[config.mk]
export PLATFORM = sky130hd
export DESIGN_NAME = branch_pred
export DESIGN_NICKNAME = d
export VERILOG_FILES = /design/src/rtl/branch_pred.sv
export SDC_FILE = /design/constraint.sdc
export NUM_CORES = 2
export LEC_CHECK = 0
export CORE_MARGIN = 2
export CORE_UTILIZATION = 60
export CTS_BUF_LIST = sky130_fd_sc_hd__clkbuf_16
export DETAILED_ROUTE_END_ITERATION = 8
export GPL_ROUTABILITY_DRIVEN = 0
export PLACE_DENSITY_LB_ADDON = 0.25
export SETUP_SLACK_MARGIN = 0.3
export SLEW_MARGIN = 5
export SYNTH_ARGS = -nofsm -noshare
export SYNTH_HDL_FRONTEND = slang
export SYNTH_SLANG_ARGS = --single-unit
[constraint.sdc]
create_clock -name clk -period 6 [get_ports clk]
set_clock_uncertainty 0.1 [all_clocks]
set_input_delay 1.2 -clock clk [delete_from_list [all_inputs] [get_ports clk]]
set_output_delay 1.2 -clock clk [all_outputs]
set_load 0.02 [all_outputs]
[src/rtl/branch_pred.sv]
// Direct-mapped branch predictor with tagged saturating counters and branch targets,
// plus a branch resolution unit that handles compare, redirect, table update and statistics.
module branch_pred #(
    parameter int XLEN    = 32,
    parameter int ENTRIES = 16,
    parameter int CNT_W   = 2
) (
    input  logic            clk,
    input  logic            rst,
    input  logic            flush,
    input  logic [XLEN-1:0] pc_f,
    output logic            pred_taken,
    output logic [XLEN-1:0] pred_target,
    input  logic            res_valid,
    input  logic [2:0]      funct3,
    input  logic [XLEN-1:0] a,
    input  logic [XLEN-1:0] b,
    input  logic [XLEN-1:0] pc_e,
    input  logic [XLEN-1:0] imm_e,
    input  logic            pred_taken_e,
    input  logic [XLEN-1:0] pred_target_e,
    output logic            br_taken,
    output logic            mispredict,
    output logic            illegal,
    output logic [XLEN-1:0] redirect_pc,
    output logic [31:0]     n_branch,
    output logic [31:0]     n_mispred
);
    localparam int IDX_W = $clog2(ENTRIES);
    localparam int TAG_W = XLEN - IDX_W - 2;
    localparam logic [CNT_W-1:0] CNT_MAX    = '1;
    localparam logic [CNT_W-1:0] CNT_ONE    = CNT_W'(1);
    localparam logic [CNT_W-1:0] CNT_WEAK_T = CNT_ONE << (CNT_W - 1);
    localparam logic [CNT_W-1:0] CNT_WEAK_N = CNT_WEAK_T - CNT_ONE;

    logic                  valid_rd [ENTRIES];
    logic [TAG_W-1:0]      tag_rd   [ENTRIES];
    logic [CNT_W-1:0]      cnt_rd   [ENTRIES];
    logic [XLEN-1:0]       tgt_rd   [ENTRIES];

    logic [IDX_W-1:0] idx_f, idx_e;
    logic [TAG_W-1:0] tag_f, tag_e;
    logic             cond, legal, upd_en;
    logic [XLEN-1:0]  target;
    logic             unused_pc_bits;

    assign idx_f = pc_f[IDX_W+1:2];
    assign tag_f = pc_f[XLEN-1:IDX_W+2];
    assign idx_e = pc_e[IDX_W+1:2];
    assign tag_e = pc_e[XLEN-1:IDX_W+2];
    assign unused_pc_bits = ^{pc_f[1:0], pc_e[1:0]};

    // Lookup reads only registered state, so a same-cycle update is seen next cycle.
    assign pred_taken  = valid_rd[idx_f] && (tag_rd[idx_f] == tag_f) && cnt_rd[idx_f][CNT_W-1];
    assign pred_target = tgt_rd[idx_f];

    always_comb begin
        cond  = 1'b0;
        legal = 1'b1;
        case (funct3)
            3'b000:  cond = (a == b);
            3'b001:  cond = (a != b);
            3'b100:  cond = ($signed(a) < $signed(b));
            3'b101:  cond = !($signed(a) < $signed(b));
            3'b110:  cond = (a < b);
            3'b111:  cond = (a >= b);
            default: legal = 1'b0;
        endcase
    end

    assign upd_en      = res_valid && legal;
    assign target      = pc_e + imm_e;
    assign br_taken    = upd_en && cond;
    assign illegal     = res_valid && !legal;
    assign redirect_pc = br_taken ? target : pc_e + XLEN'(4);
    assign mispredict  = upd_en &&
                         ((br_taken != pred_taken_e) || (br_taken && (pred_target_e != target)));

    genvar gi;
    generate
        for (gi = 0; gi < ENTRIES; gi++) begin : g_entry
            logic             valid_q, valid_d;
            logic [TAG_W-1:0] tag_q, tag_d;
            logic [CNT_W-1:0] cnt_q, cnt_d;
            logic [XLEN-1:0]  tgt_q, tgt_d;
            logic             sel, hit;

            assign sel = upd_en && (idx_e == IDX_W'(gi));
            assign hit = valid_q && (tag_q == tag_e);

            always_comb begin
                valid_d = valid_q;
                tag_d   = tag_q;
                cnt_d   = cnt_q;
                tgt_d   = tgt_q;
                if (flush) begin
                    valid_d = 1'b0;
                end else if (sel) begin
                    if (hit) begin
                        if (br_taken) begin
                            if (cnt_q != CNT_MAX) cnt_d = cnt_q + CNT_ONE;
                            tgt_d = target;
                        end else if (cnt_q != '0) begin
                            cnt_d = cnt_q - CNT_ONE;
                        end
                    end else if (br_taken) begin
                        valid_d = 1'b1;
                        tag_d   = tag_e;
                        tgt_d   = target;
                        cnt_d   = CNT_WEAK_T;
                    end
                end
            end

            always_ff @(posedge clk) begin
                if (rst) begin
                    valid_q <= 1'b0;
                    tag_q   <= '0;
                    cnt_q   <= CNT_WEAK_N;
                    tgt_q   <= '0;
                end else begin
                    valid_q <= valid_d;
                    tag_q   <= tag_d;
                    cnt_q   <= cnt_d;
                    tgt_q   <= tgt_d;
                end
            end

            assign valid_rd[gi] = valid_q;
            assign tag_rd[gi]   = tag_q;
            assign cnt_rd[gi]   = cnt_q;
            assign tgt_rd[gi]   = tgt_q;
        end
    endgenerate

    // Statistics keep counting through flush; only reset clears them.
    logic [31:0] n_branch_q, n_branch_d, n_mispred_q, n_mispred_d;

    always_comb begin
        n_branch_d  = n_branch_q;
        n_mispred_d = n_mispred_q;
        if (upd_en && (n_branch_q != '1)) n_branch_d = n_branch_q + 32'd1;
        if (mispredict && (n_mispred_q != '1)) n_mispred_d = n_mispred_q + 32'd1;
    end

    always_ff @(posedge clk) begin
        if (rst) begin
            n_branch_q  <= '0;
            n_mispred_q <= '0;
        end else begin
            n_branch_q  <= n_branch_d;
            n_mispred_q <= n_mispred_d;
        end
    end

    assign n_branch  = n_branch_q;
    assign n_mispred = n_mispred_q;
endmodule

# == Word level (Yosys, flattened, before mapping) ==
# Cells that the tools add are included.
# classes
addsub,36
magnitude_cmp,4
n_eq_ne,75
n_mux,80
bitwise_logic,18
n_reduce_logical,160
# ops
op,n
$eq A26 B26 Y1,17
$mux W2,67
$bmux W32 S4,1
$bmux W26 S4,1
$mux W32,3
$reduce_and A3 Y1,32
$reduce_bool A2 Y1,48
$reduce_and A5 Y1,16
$add A32 B1 Y32 const B,2
$lt A32 B32 Y1,2
$ne A32 B32 Y1,2
$ne A32 B32 Y1 const B,2
$reduce_and A4 Y1,16
$mux W26,2
$ne A3 B2 Y1 const B,16
$logic_and A1 B1 Y1,41
$add A2 B1 Y2 const B,16
$add A32 B3 Y32 const B,1
$add A32 B32 Y32,1
$eq A32 B32 Y1,1
$eq A4 B4 Y1 const B,8
$ge A32 B32 Y1,1
$ne A2 B2 Y1 const B,16
$sub A2 B1 Y2 const B,16
other kinds (19),45
# totals
register_bits,1040
inputBits,200

# == Longest topological paths before layout ==
# logic_depth
ltp_word,9
ltp_mapped,18
mapped_depth_nobuf,14

# == Worst setup path before layout ==
# Ideal clock, no wire load.
# synth_timing
path_kind,input to output
start,input b[31]
end,output redirect_pc[24]
arrival_time_ps,4466
required_ps,4700
path_slack_ps,234
stages,17
cell_sequence,inv_1 -> ha_1 -> nand4_1 -> or2_1 -> or3_1 -> nor3_1 -> nor3_1 -> mux2i_1 -> o22a_1 -> nand2b_1 -> buf_2 -> inv_1 -> buf_2 -> buf_2 -> buf_1 -> nand2_1 -> o21ai_0
# synth_between
elab_chain_len,5
elab_cells_between_ends,9
classes_between,order compare: 3; eq/ne: 2; mux: 2; reduce/logical: 2
# synth_lines
element,line,source
start: declaration,17,"input logic [XLEN-1:0] b,"
$lt A32 B32 Y1,"63, 64",
$logic_not A1 Y1,64,3'b101: cond = !($signed(a) < $signed(b));
$pmux W1 S6 (*),60,case (funct3)
$logic_and A1 B1 Y1 (*),73,assign br_taken = upd_en && cond;
net br_taken,22,"output logic br_taken,"
$mux W32 (*),75,assign redirect_pc = br_taken ? target : pc_e + XLEN'(4);
end: declaration,25,"output logic [XLEN-1:0] redirect_pc,"
# The timed path passes the listed nets; every way through them passes the cells marked *.

# == Worst setup path in the final report ==
# layout_timing
start,input imm_e[20]
end,output mispredict
# layout_between
elab_chain_len,5
# layout_lines
element,line,source
start: declaration,19,"input logic [XLEN-1:0] imm_e,"
$add A32 B32 Y32,72,assign target = pc_e + imm_e;
$ne A32 B32 Y1,77,((br_taken != pred_taken_e) || (br_taken && (pred_target_e != target)));
$logic_and A1 B1 Y1,77,
$logic_or A1 B1 Y1,77,
$logic_and A1 B1 Y1,76,assign mispredict = upd_en &&
end: declaration,23,"output logic mispredict,"
# Every way passes these cells.

==> summary.txt <==
Logic synthesis
  • Area leader, netlist: dfxtp_1
  • Synth area leaders: dfxtp_1 38%, mux4_2 12%, mux2i_1 7.7%, nand2_1 7.4%, a21oi_1 5.4%
  • Sequential-to-total area share from yosys stat: 38.36%
  • Synth async-reset ratio: 0%
  • Post-synth top cells: 1065 x nand2_1, 1040 x dfxtp_1, 581 x a21oi_1
  • Count leader, synth: nand2_1
  • Synth top area share: 38.36%
  • Post-synthesis register bit count: 1040
  • Syn_area_per_cell: about 9.1 um2
  • Syn Inst Count: 5991
  • Synth Cell Area: 54270 um2
  • Number of flops mapped to enable cells by yosys: 0
  • Most used DFF post-synth: dfxtp_1
  • Netlist cell types: 87
  • Ys Warns: 0
  • Total nets after synthesis: 6261

GRT
  • First-pass GRT wire length: 289.8 mm
  • Largest net degree at the start of global routing: 154
  • Initial antenna violation count: 26
  • GRT Residual Overflow: 0
  • Global Route Usage Sum: 41.10%
  • Vias in the first global route: 47290

Power
  • Worst VDD drop: 0.0002291 V
  • Cell Pwr Density: 247.3 nW/um2
  • Total power: between 15 and 20 mW
  • Static leakage: 22.65 nW

Clock network
  • CTS Buf Count: 105
  • TritonCTS clock tree: built
  • Root buffer cell: clkbuf_16
  • # H-tree levels: 3
  • Clock Latency Late Sink: 0.72 ns
  • Post-CTS Hold Buffers: 0
  • Deepest clock path buffer count: 3
  • CTS sink count: approximately 1000
  • Clock-pin slew on the worst setup and hold paths: 0.06 ns

Worst setup path
  • Arr. time, crit path: 4.51 ns
  • Setup crit end kind: primary output
  • Startpoint Class: input pin
  • Crit Path Max Fanout: 4
  • Kind of critical path: input pin to primary output
  • Worst path required time: 4.70 ns

Route
  • Routed length per instance: roughly 26 um
  • Post-route ant nets: 0
  • First-pass iteration count of the detailed router: 8
  • Vias/cell: 6.492
  • Iteration-0 DRC Markers: 6710
  • Final WL: 197.5 mm
  • Vias: roughly 50000
  • DRC: 0

Timing
  • Count of final hold-check violations: 0
  • Fmax: around 170 MHz
  • Least-Margin Pin Slew: 1.065 ns
  • RSZ-0062 raised after global routing: yes
  • Final setup viols: 0
  • Worst hold slack: 0.3512 ns
  • Slew headroom: 28.99%
  • Max-slew violations: 0
  • Final cycle utilization of the critical path: between 90 and 100%
  • Final Critical Period: 5.806 ns

Floorplanning
  • Initial cell density of the core: 60.39%
  • Die area: 92870 um2
  • Std cell rows: 110
  • Core area: 89870 um2
  • Horiz. Die Dim: 304.8 um
  • # IOs: 332
  • Die Span Y: 304.8 um

Place
  • Hpwl dp: 130.9 mm
  • IO buf count: ~330

Layout
  • Share of layout cells above drive strength 1: between 15 and 20%
  • Final nets: roughly 6600
  • Synth-to-Final Area Change: 20.07%

Flow run
  • Max-Cap Viols: 0

Outcome
  • Status: finished clean

Worst hold path
  • Hold Crit Class: flip-flop to flip-flop
[cell families after synthesis]
logic type                 Yosys count  share of synthesized area, %
adders and majority gates           70                         1.628
xor gates and xnor gates           549                         9.134
buffers and inverters              589                         4.390
DFF                               1040                         38.36
muxes                              721                         20.06
and+or+nand+nor                   2101                         16.60
AOI/OAI and AO/OA                  921                         9.828
[sequential cells by signal, indices dropped and copies added, names as in the netlist]
register	cells
g_entry.tgt_q	512
g_entry.tag_q	416
g_entry.cnt_q	32
n_branch	32
n_mispred	32
g_entry.valid_q	16
[what timing repair did]
| item | in CTS | in global routing |
|---|---|---|
| cloned | 2 | 6 |
| endpoints found under the hold margin | 0 | 0 |
| setup endpoints to repair | 41 | 34 |
| pin swaps | 47 | 49 |
| setup buffers | 13 | 16 |
| resized for setup | 310 | 165 |
[area by class of cell]
class	count	area, um2
antenna	15	37.54
clock buffer	107	2678
clock inverter	92	720.7
fill	6361	24710
inverter	50	200.2
multi-input combinational	4362	32450
sequential	1040	20820
tap	1176	1471
timing repair buffer	739	6782
timing repair inverter	1	8.758
[metrics by stage]
step | setup slack [ns] | util, % | instances | TNS, ns | area, um2
after floorplan | 0.3086 | - | 5991 | 0 | 54370
after global placement | -0.5433 | 67.17 | 7331 | -12.98 | 60370
after detailed placement | -0.6519 | 67.17 | 7331 | -13.95 | 60370
after CTS | 0.2861 | 71.72 | 7545 | 0 | 64450
after global routing | 0.07741 | 72.49 | 7575 | 0 | 65150
final | 0.1942 | 72.51 | 7582 | 0 | 65160
[critical path, cell delays in order]
cell,delay (ns)
clkdlybuf4s50_1,0.45
ha_4,0.31
buf_4,0.14
nand2_4,0.07
nor4_2,0.41
a22oi_1,0.16
nand3_2,0.16
xor3_1,0.26
a211oi_2,0.22
nand4b_1,0.15
or4_4,0.46
nor4_4,0.31
nor2b_2,0.08
buf_6,0.14
[where the power goes]
group          internal, mW  switching, mW  total (mW)
registers              6.93         0.0233        6.95
logic                 0.988           1.63        2.62
clock network          3.60           2.95        6.55
total                  11.5           4.60        16.1
[routing by layer]
| layer | vias up | share of wire (%) | track usage, % |
|---|---|---|---|
| li1 | 21390 | - | - |
| met1 | 23650 | 36 | 51.21 |
| met2 | 3308 | 42 | 60.78 |
| met3 | 853 | 14 | 15.10 |
| met4 | 22 | 7.0 | 24.75 |
| met5 | - | 0.13 | 1.085 |
[cell usage in the layout, fill, tap and decap left out, drive strengths merged, types with 11 or more instances in the layout]
cell and count:
dfxtp 1040, nand3 67, xor2 241, o31ai 24, a21o 25, or3 16, nor3 46, dlymetal6s2s 14
clkbuf 119, and2 23, or4 24, buf 467, clkdlybuf4s50 194, mux2i 420, a2bb2oi 11, nor4 60
a31oi 11, ha 69, dlygate4sd2 39, nor2b 17, nand2b 14, a21oi 589, nand4 118, a211oi 77
inv 71, nor2 581, clkinv 61, nand2 1068, clkdlybuf4s15 11, o21ai 107, diode 15, o22ai 17
and3 35, mux4 291, xnor2 298
[final timing paths]
check                           slack, ns                               start                                  to  depth (start not counted)
worst max-delay path                 0.19                           imm_e[20]                          mispredict                         14
worst min-delay path                 0.35  g_entry[11].tgt_q[25]$_SDFFE_PP0P_  g_entry[11].tgt_q[25]$_SDFFE_PP0P_                          2
worst max register to register       2.49           n_mispred[4]$_SDFFE_PP0P_          n_mispred[28]$_SDFFE_PP0P_                         11
worst min register to register       0.35  g_entry[11].tgt_q[25]$_SDFFE_PP0P_  g_entry[11].tgt_q[25]$_SDFFE_PP0P_                          2
No activity file was read; power rests on OpenSTA's default activity.
